[src/rtl/pong_pkg.sv]
// Shared field geometry, ball FSM state encoding and paddle hit test for the pong datapath.
package pong_pkg;

  localparam int FIELD_W  = 128;
  localparam int FIELD_H  = 96;
  localparam int PADDLE_W = 16;
  localparam int CENTER_X = FIELD_W / 2;
  localparam int CENTER_Y = FIELD_H / 2;

  typedef enum logic [1:0] {
    ST_SERVE  = 2'd0,
    ST_PLAY   = 2'd1,
    ST_SCORED = 2'd2,
    ST_OVER   = 2'd3
  } state_t;

  // Span is [pos-8, pos+7]; 9-bit signed keeps the span from wrapping at either field edge.
  function automatic logic paddle_hit(input logic [6:0] pos, input logic [6:0] x);
    logic signed [8:0] w_lo;
    logic signed [8:0] w_hi;
    logic signed [8:0] w_xs;
    w_lo = $signed({2'b00, pos}) - $signed(9'(PADDLE_W / 2));
    w_hi = $signed({2'b00, pos}) + $signed(9'(PADDLE_W / 2 - 1));
    w_xs = $signed({2'b00, x});
    return (w_xs >= w_lo) && (w_xs <= w_hi);
  endfunction

endpackage

[src/rtl/tick_gen.sv]
// Rate divider: single-cycle tick every CLK_HZ/RATE_HZ clocks, counter wraps after the tick cycle.
module tick_gen #(
  parameter int CLK_HZ  = 10_000_000,
  parameter int RATE_HZ = 60
) (
  input  logic clk,
  input  logic rst,
  output logic tick
);

  localparam int CUENTA = CLK_HZ / RATE_HZ;
  localparam int CW     = (CUENTA > 1) ? $clog2(CUENTA) : 1;

  logic [CW-1:0] r_cnt;

  assign tick = (r_cnt == CW'(CUENTA - 1));

  always_ff @(posedge clk) begin
    if (rst) begin
      r_cnt <= '0;
    end else if (tick) begin
      r_cnt <= '0;
    end else begin
      r_cnt <= r_cnt + 1'b1;
    end
  end

endmodule

[src/rtl/ball_logic.sv]
// Ball motion, paddle/wall reflection, miss detection and scoring; all state advances on movement ticks.
// SERVE: ball at centre, counting ticks | PLAY: one step per tick | SCORED: hold miss spot one tick | OVER: frozen until rst
module ball_logic
  import pong_pkg::*;
#(
  parameter int CLK_HZ      = 10_000_000,
  parameter int BALL_HZ     = 60,
  parameter int SERVE_TICKS = 60,
  parameter int WIN_SCORE   = 7
) (
  input  logic       clk,
  input  logic       rst,
  input  logic [6:0] pos_p0,
  input  logic [6:0] pos_p1,
  output logic [6:0] ball_x,
  output logic [6:0] ball_y,
  output logic [3:0] score0,
  output logic [3:0] score1,
  output logic       point,
  output logic       game_over
);

  localparam int          SW         = (SERVE_TICKS > 1) ? $clog2(SERVE_TICKS + 1) : 1;
  localparam logic [SW-1:0] SERVE_LAST = SW'(SERVE_TICKS - 1);
  localparam logic [6:0]  X_MAX      = 7'(FIELD_W - 1);
  localparam logic [6:0]  Y_TOP_HIT  = 7'd1;
  localparam logic [6:0]  Y_BOT_HIT  = 7'(FIELD_H - 2);

  logic w_tick;

  state_t        r_state, w_state_nx;
  logic [6:0]    r_x, w_x_nx;
  logic [6:0]    r_y, w_y_nx;
  logic          r_dx_neg, w_dx_neg_nx;
  logic          r_dy_neg, w_dy_neg_nx;
  logic          r_launch_neg, w_launch_neg_nx;
  logic          r_serve_up, w_serve_up_nx;
  logic [SW-1:0] r_serve_cnt, w_serve_cnt_nx;
  logic [3:0]    r_score0, w_score0_nx;
  logic [3:0]    r_score1, w_score1_nx;
  logic          r_point, w_point_nx;
  logic          r_game_over, w_game_over_nx;

  logic signed [7:0] w_dxv, w_dyv, w_xn, w_yn;
  logic              w_wall;

  tick_gen #(
    .CLK_HZ  (CLK_HZ),
    .RATE_HZ (BALL_HZ)
  ) u_tick (
    .clk  (clk),
    .rst  (rst),
    .tick (w_tick)
  );

  assign w_dxv  = r_dx_neg ? -8'sd1 : 8'sd1;
  assign w_dyv  = r_dy_neg ? -8'sd1 : 8'sd1;
  assign w_wall = (r_x == X_MAX && !r_dx_neg) || (r_x == 7'd0 && r_dx_neg);

  always_comb begin
    w_state_nx      = r_state;
    w_x_nx          = r_x;
    w_y_nx          = r_y;
    w_dx_neg_nx     = r_dx_neg;
    w_dy_neg_nx     = r_dy_neg;
    w_launch_neg_nx = r_launch_neg;
    w_serve_up_nx   = r_serve_up;
    w_serve_cnt_nx  = r_serve_cnt;
    w_score0_nx     = r_score0;
    w_score1_nx     = r_score1;
    w_point_nx      = 1'b0;
    w_game_over_nx  = r_game_over;
    w_xn            = $signed({1'b0, r_x}) + w_dxv;
    w_yn            = $signed({1'b0, r_y}) + w_dyv;

    if (w_tick) begin
      case (r_state)
        ST_SERVE: begin
          if (r_serve_cnt == SERVE_LAST) begin
            w_state_nx      = ST_PLAY;
            w_serve_cnt_nx  = '0;
            w_dx_neg_nx     = r_launch_neg;
            w_launch_neg_nx = ~r_launch_neg;
            w_dy_neg_nx     = r_serve_up;
          end else begin
            w_serve_cnt_nx = r_serve_cnt + 1'b1;
          end
        end
        ST_PLAY: begin
          if (w_wall) begin
            w_dx_neg_nx = ~r_dx_neg;
            w_xn        = $signed({1'b0, r_x}) - w_dxv;
          end
          w_x_nx = w_xn[6:0];
          // Paddle test uses the pre-move column.
          if (r_y == Y_TOP_HIT && r_dy_neg) begin
            if (paddle_hit(pos_p0, r_x)) begin
              w_dy_neg_nx = 1'b0;
            end else begin
              w_y_nx        = 7'd0;
              w_score1_nx   = r_score1 + 4'd1;
              w_point_nx    = 1'b1;
              w_serve_up_nx = 1'b1;
              w_state_nx    = ST_SCORED;
            end
          end else if (r_y == Y_BOT_HIT && !r_dy_neg) begin
            if (paddle_hit(pos_p1, r_x)) begin
              w_dy_neg_nx = 1'b1;
            end else begin
              w_y_nx        = 7'(FIELD_H - 1);
              w_score0_nx   = r_score0 + 4'd1;
              w_point_nx    = 1'b1;
              w_serve_up_nx = 1'b0;
              w_state_nx    = ST_SCORED;
            end
          end else begin
            w_y_nx = w_yn[6:0];
          end
        end
        ST_SCORED: begin
          if (r_score0 == 4'(WIN_SCORE) || r_score1 == 4'(WIN_SCORE)) begin
            w_state_nx     = ST_OVER;
            w_game_over_nx = 1'b1;
          end else begin
            w_state_nx     = ST_SERVE;
            w_serve_cnt_nx = '0;
            w_x_nx         = 7'(CENTER_X);
            w_y_nx         = 7'(CENTER_Y);
          end
        end
        default: begin
        end
      endcase
    end
  end

  always_ff @(posedge clk) begin
    if (rst) begin
      r_state      <= ST_SERVE;
      r_x          <= 7'(CENTER_X);
      r_y          <= 7'(CENTER_Y);
      r_dx_neg     <= 1'b0;
      r_dy_neg     <= 1'b0;
      r_launch_neg <= 1'b0;
      r_serve_up   <= 1'b0;
      r_serve_cnt  <= '0;
      r_score0     <= 4'd0;
      r_score1     <= 4'd0;
      r_point      <= 1'b0;
      r_game_over  <= 1'b0;
    end else begin
      r_state      <= w_state_nx;
      r_x          <= w_x_nx;
      r_y          <= w_y_nx;
      r_dx_neg     <= w_dx_neg_nx;
      r_dy_neg     <= w_dy_neg_nx;
      r_launch_neg <= w_launch_neg_nx;
      r_serve_up   <= w_serve_up_nx;
      r_serve_cnt  <= w_serve_cnt_nx;
      r_score0     <= w_score0_nx;
      r_score1     <= w_score1_nx;
      r_point      <= w_point_nx;
      r_game_over  <= w_game_over_nx;
    end
  end

  assign ball_x    = r_x;
  assign ball_y    = r_y;
  assign score0    = r_score0;
  assign score1    = r_score1;
  assign point     = r_point;
  assign game_over = r_game_over;

endmodule

[config.mk]
export PLATFORM = sky130hd
export DESIGN_NAME = ball_logic
export DESIGN_NICKNAME = d
export VERILOG_FILES = /design/src/rtl/pong_pkg.sv /design/src/rtl/tick_gen.sv /design/src/rtl/ball_logic.sv
export SDC_FILE = /design/constraint.sdc
export NUM_CORES = 1
export LEC_CHECK = 0
export CAP_MARGIN = 40
export CORE_ASPECT_RATIO = 1.1
export CORE_MARGIN = 2
export CORE_UTILIZATION = 58
export CTS_BUF_LIST = sky130_fd_sc_hd__clkbuf_16
export CTS_CLUSTER_DIAMETER = 100
export CTS_CLUSTER_SIZE = 40
export DETAILED_ROUTE_END_ITERATION = 6
export PLACE_DENSITY_LB_ADDON = 0.2
export RECOVER_POWER = 100
export SLEW_MARGIN = 15
export SYNTH_ARGS = -nofsm -noshare
export SYNTH_HDL_FRONTEND = slang
export SYNTH_SLANG_ARGS = --single-unit
[constraint.sdc]
create_clock -name clk -period 3.5 [get_ports clk]
set_input_delay 0.525 -clock clk [delete_from_list [all_inputs] [get_ports clk]]
set_output_delay 0.525 -clock clk [all_outputs]
set_load 0.1 [all_outputs]
==> run_summary.xml <==
<?xml version="1.0" encoding="UTF-8"?>
<metrics>
  <group name="status">
    <metric name="outcome" unit="">complete, no violations</metric>
  </group>
  <group name="placed_design">
    <metric name="post-dp-hpwl" unit="microns">6750</metric>
    <metric name="buffer_ports.inserted" unit="">39</metric>
    <metric name="placedCellCount" unit="">612</metric>
    <metric name="gp_congestion" unit="">0.860</metric>
  </group>
  <group name="routing">
    <metric name="drc_errors" unit="">0</metric>
    <metric name="drtAntennaViolNets" unit="">0</metric>
    <metric name="initial_drc_count" unit="">131</metric>
    <metric name="routed-via-count" unit="">3513</metric>
    <metric name="post_drt_wl_per_cell" unit="microns">14.5</metric>
    <metric name="post_drt_via_cell_ratio" unit="">5.66</metric>
    <metric name="route.final.wire_length" unit="microns">8980</metric>
    <metric name="detailedRoute.firstPassIterationCount" unit="">4</metric>
  </group>
  <group name="setup_path">
    <metric name="timing.reg2reg.worst_path_depth" unit="">12</metric>
    <metric name="worstSetupPathType" unit="">in -&gt; reg</metric>
    <metric name="crit_path_end_kind" unit="">register</metric>
    <metric name="critPathMaxStageDelay" unit="ps">560</metric>
    <metric name="timing.critical_path.fanout_max" unit="">4</metric>
    <metric name="critical_path.startpoint_type" unit="">input pin</metric>
    <metric name="critical-path-slowest-cell" unit="">dlygate4sd3_1</metric>
    <metric name="cp_data_required_time" unit="ps">3720</metric>
    <metric name="path_common_cell" unit="">ha_1</metric>
    <metric name="regToRegSetupSlack" unit="ps">530</metric>
    <metric name="regToRegStartpoint" unit="">ball_x[6]</metric>
    <metric name="timing.critical_path.max_delay_family" unit="">buffers and inverters</metric>
    <metric name="critical_path_arrival" unit="ps">3400</metric>
    <metric name="path_cells" unit="">dlygate4sd3_1, inv_1, ha_1, nand2_1, nand4_1, xor2_1, ha_1, nand3_1, o22ai_1, a41oi_1, a221oi_1, a31oi_1, and4_1, buf_4, mux2i_1</metric>
    <metric name="critical_path.reg2reg.endpoint" unit="">ball_x[6]</metric>
    <metric name="critical_path_buf_inv_count" unit="">3</metric>
  </group>
  <group name="clock_tree">
    <metric name="buffers_inserted_during_post_cts_setup_optimization" unit="">0</metric>
    <metric name="cts-buffers-inserted" unit="">5</metric>
    <metric name="clock_latency_late_sink" unit="ps">290</metric>
    <metric name="clk_path_buf_depth" unit="">2</metric>
    <metric name="htree_num_levels" unit="">2</metric>
    <metric name="clock-root-buffer" unit="">clkbuf_16</metric>
    <metric name="cts-hold-fix-buffers" unit="">0</metric>
    <metric name="post_cts_resized" unit="">0</metric>
    <metric name="clock_pin_slew_reported_for_the_worst_setup_and_hold_paths_after_clock_tree_synthesis" unit="ps">70</metric>
    <metric name="tritoncts" unit="">done</metric>
    <metric name="tritoncts_num_sinks" unit="">54</metric>
  </group>
  <group name="global_route">
    <metric name="antenna_found_initial" unit="">0</metric>
    <metric name="grt_use_total" unit="">0.261</metric>
    <metric name="grt_remaining_overflow" unit="">0</metric>
    <metric name="grt_pass1_vias" unit="">3563</metric>
    <metric name="grt_first_pass_wirelength" unit="microns">15600</metric>
    <metric name="grt_start_max_net_pins" unit="">35</metric>
  </group>
  <group name="final_layout">
    <metric name="final_core_utilization" unit="">0.712</metric>
    <metric name="final-instance-count-excl-fill" unit="">621</metric>
    <metric name="finalNetCount" unit="">609</metric>
    <metric name="layout_overhead_on_the_synthesized_area" unit="%">19.9</metric>
    <metric name="layout.filler_cells" unit="">517</metric>
    <metric name="drive_gt1_frac" unit="">0.0427</metric>
    <metric name="n_antenna_cell" unit="">0</metric>
  </group>
  <group name="min_path">
    <metric name="hold_path.class" unit="">reg -&gt; reg</metric>
    <metric name="worstHoldPathCells" unit="">1</metric>
    <metric name="holdCritStartpoint" unit="">u_tick.r_cnt[0]</metric>
    <metric name="end_point_of_the_worst_hold_path" unit="">u_tick.r_cnt[0]</metric>
  </group>
  <group name="flow_run">
    <metric name="max_cap_violations" unit="">0</metric>
  </group>
  <group name="synthesis">
    <metric name="synthesis.yosys.warnings" unit="">0</metric>
    <metric name="synth_seq_area_share" unit="">0.278</metric>
    <metric name="synth_edf_count" unit="">0</metric>
    <metric name="synth_flop_cell" unit="">dfxtp_1</metric>
    <metric name="syn-instance-count" unit="">475</metric>
    <metric name="number_of_nets_in_the_synthesized_netlist" unit="">546</metric>
    <metric name="synthDominantCellAreaShare" unit="">0.278</metric>
    <metric name="synthesis.area_per_instance" unit="sq um">8.20</metric>
    <metric name="async_flop_share" unit="">0</metric>
    <metric name="synth.lib_cells_used.distinct" unit="">50</metric>
    <metric name="synth.most_common_cell" unit="">nor2_1</metric>
    <metric name="synth.top_cells.by_count" unit="">nor2_1, dfxtp_1, ha_1, nand2_1, inv_1</metric>
    <metric name="netlist_area_pre_place" unit="sq um">3890</metric>
    <metric name="synth.ff_latch_count" unit="">54</metric>
    <metric name="post-synth-top-area-cell" unit="">dfxtp_1</metric>
    <metric name="synthTopCellsByArea" unit="">dfxtp_1, ha_1, xor2_1</metric>
  </group>
  <group name="pwr">
    <metric name="total_power" unit="W">0.00132</metric>
    <metric name="vdd_drop_max" unit="uV">238</metric>
    <metric name="power_per_cell_area" unit="nW/um^2">283</metric>
    <metric name="p_leak" unit="nW">1.95</metric>
  </group>
  <group name="sta">
    <metric name="slew_headroom" unit="">0.207</metric>
    <metric name="rsz_0062_raised_after_global_routing" unit="">no</metric>
    <metric name="period_needed" unit="ps">3180</metric>
    <metric name="number_of_endpoints_with_negative_hold_slack_in_the_final_report" unit="">0</metric>
    <metric name="timing_worst_slew_pin_value" unit="ps">1190</metric>
    <metric name="report.final.setup_viol" unit="">0</metric>
    <metric name="final_max_slew_violation_count" unit="">0</metric>
    <metric name="tns" unit="ps">0</metric>
    <metric name="fin_skew" unit="ps">8.51</metric>
    <metric name="clock.fmax" unit="MHz">314</metric>
    <metric name="period_share" unit="">0.909</metric>
  </group>
  <group name="floorplan">
    <metric name="design.portCount" unit="">40</metric>
    <metric name="num_rows" unit="">31</metric>
    <metric name="floorplan.initialDensity" unit="">0.594</metric>
    <metric name="dieWidth" unit="microns">82.1</metric>
    <metric name="floorplan.die.height" unit="microns">89.9</metric>
    <metric name="die_area" unit="sq um">7390</metric>
    <metric name="core_area" unit="sq um">6560</metric>
  </group>
</metrics>
[flip-flops by register name (all words and copies together), names as in the netlist, 2 cells and up]
name,flops
u_tick.r_cnt,18
score0,4
r_state,2
score1,4
ball_y,7
r_serve_cnt,6
ball_x,7
[stage by stage]
step	setup WS [ps]	area (sq um)	hold WS [ps]
floorplan	131	3890	445
global placement	182	4390	470
detailed placement	30.0	4700	474
CTS	324	4870	491
global route	41.6	4670	517
finish	319	4670	485
[cell families (layout without fill, tap and decap cells)]
group,after synthesis,after routing,share of synthesized area
and+or+nand+nor,183,183,0.221
AOI/OAI and AO/OA,76,76,0.127
xor gates and xnor gates,52,52,0.117
adders and majority gates,55,55,0.181
muxes,14,14,0.0366
buffers and inverters,41,105,0.0402
DFF,54,54,0.278
[metal layers]
layer / global-route usage / vias up / share of wire / wire [microns]
met5: 0 / - / 0 / 0
met4: 0.0750 / 0 / 0.017 / 150
met3: 0.0351 / 14 / 0.031 / 278
met2: 0.454 / 78 / 0.49 / 4420
met1: 0.330 / 1632 / 0.46 / 4120
li1: - / 1789 / - / -
[worst reg2reg max path: cells and delay by family (launching register included)]
family,cells,cell delay (ps)
adder cells (fa/ha/maj),1,460
flip-flops,1,430
AO/OA/AOI/OAI,3,450
XOR/XNOR,1,240
AND/OR/NAND/NOR,7,1250
[cell usage in the layout (no fill, tap or decap), types with 8 or more instances in the layout]
cell type and instances:
xnor2_1 25, nand3_1 19, mux2i_1 12, clkbuf_1 22
a21oi_1 21, clkdlybuf4s50_1 31, nand2_1 44, o21ai_0 13
xor2_1 27, nand4_1 8, dfxtp_1 54, ha_1 53
nor3_1 17, inv_1 28, nor2_1 61
[how the worst max path moves through the flow]
stage	end	cells past startpoint	slack [ps]	from
after global routing	score0[1]	15	40	pos_p1[0]
final	ball_y[1]	15	320	pos_p0[0]
after detailed placement	score0[1]	15	30	pos_p1[0]
after floorplan	ball_y[0]	10	130	ball_x[0]
after global placement	r_state[1]	15	180	pos_p1[0]
after CTS	r_state[1]	15	320	pos_p1[0]
[final cells by class]
class / count / area (sq um) / share of cell area
clock buffer: 5 / 125 / 0.0268
clock inverter: 3 / 43.8 / 0.00938
inverter: 28 / 105 / 0.0225
multi-input combinational: 380 / 2660 / 0.569
sequential: 54 / 1080 / 0.232
tap: 82 / 103 / 0.0220
timing repair buffer: 69 / 553 / 0.118
[power breakdown]
group          leakage (nW)  internal [W]  switching [W]
logic                  1.43     0.0000602      0.0000717
clock network        0.0842      0.000339       0.000229
registers             0.435      0.000617     0.00000376
(Power assumes the default switching activity.)
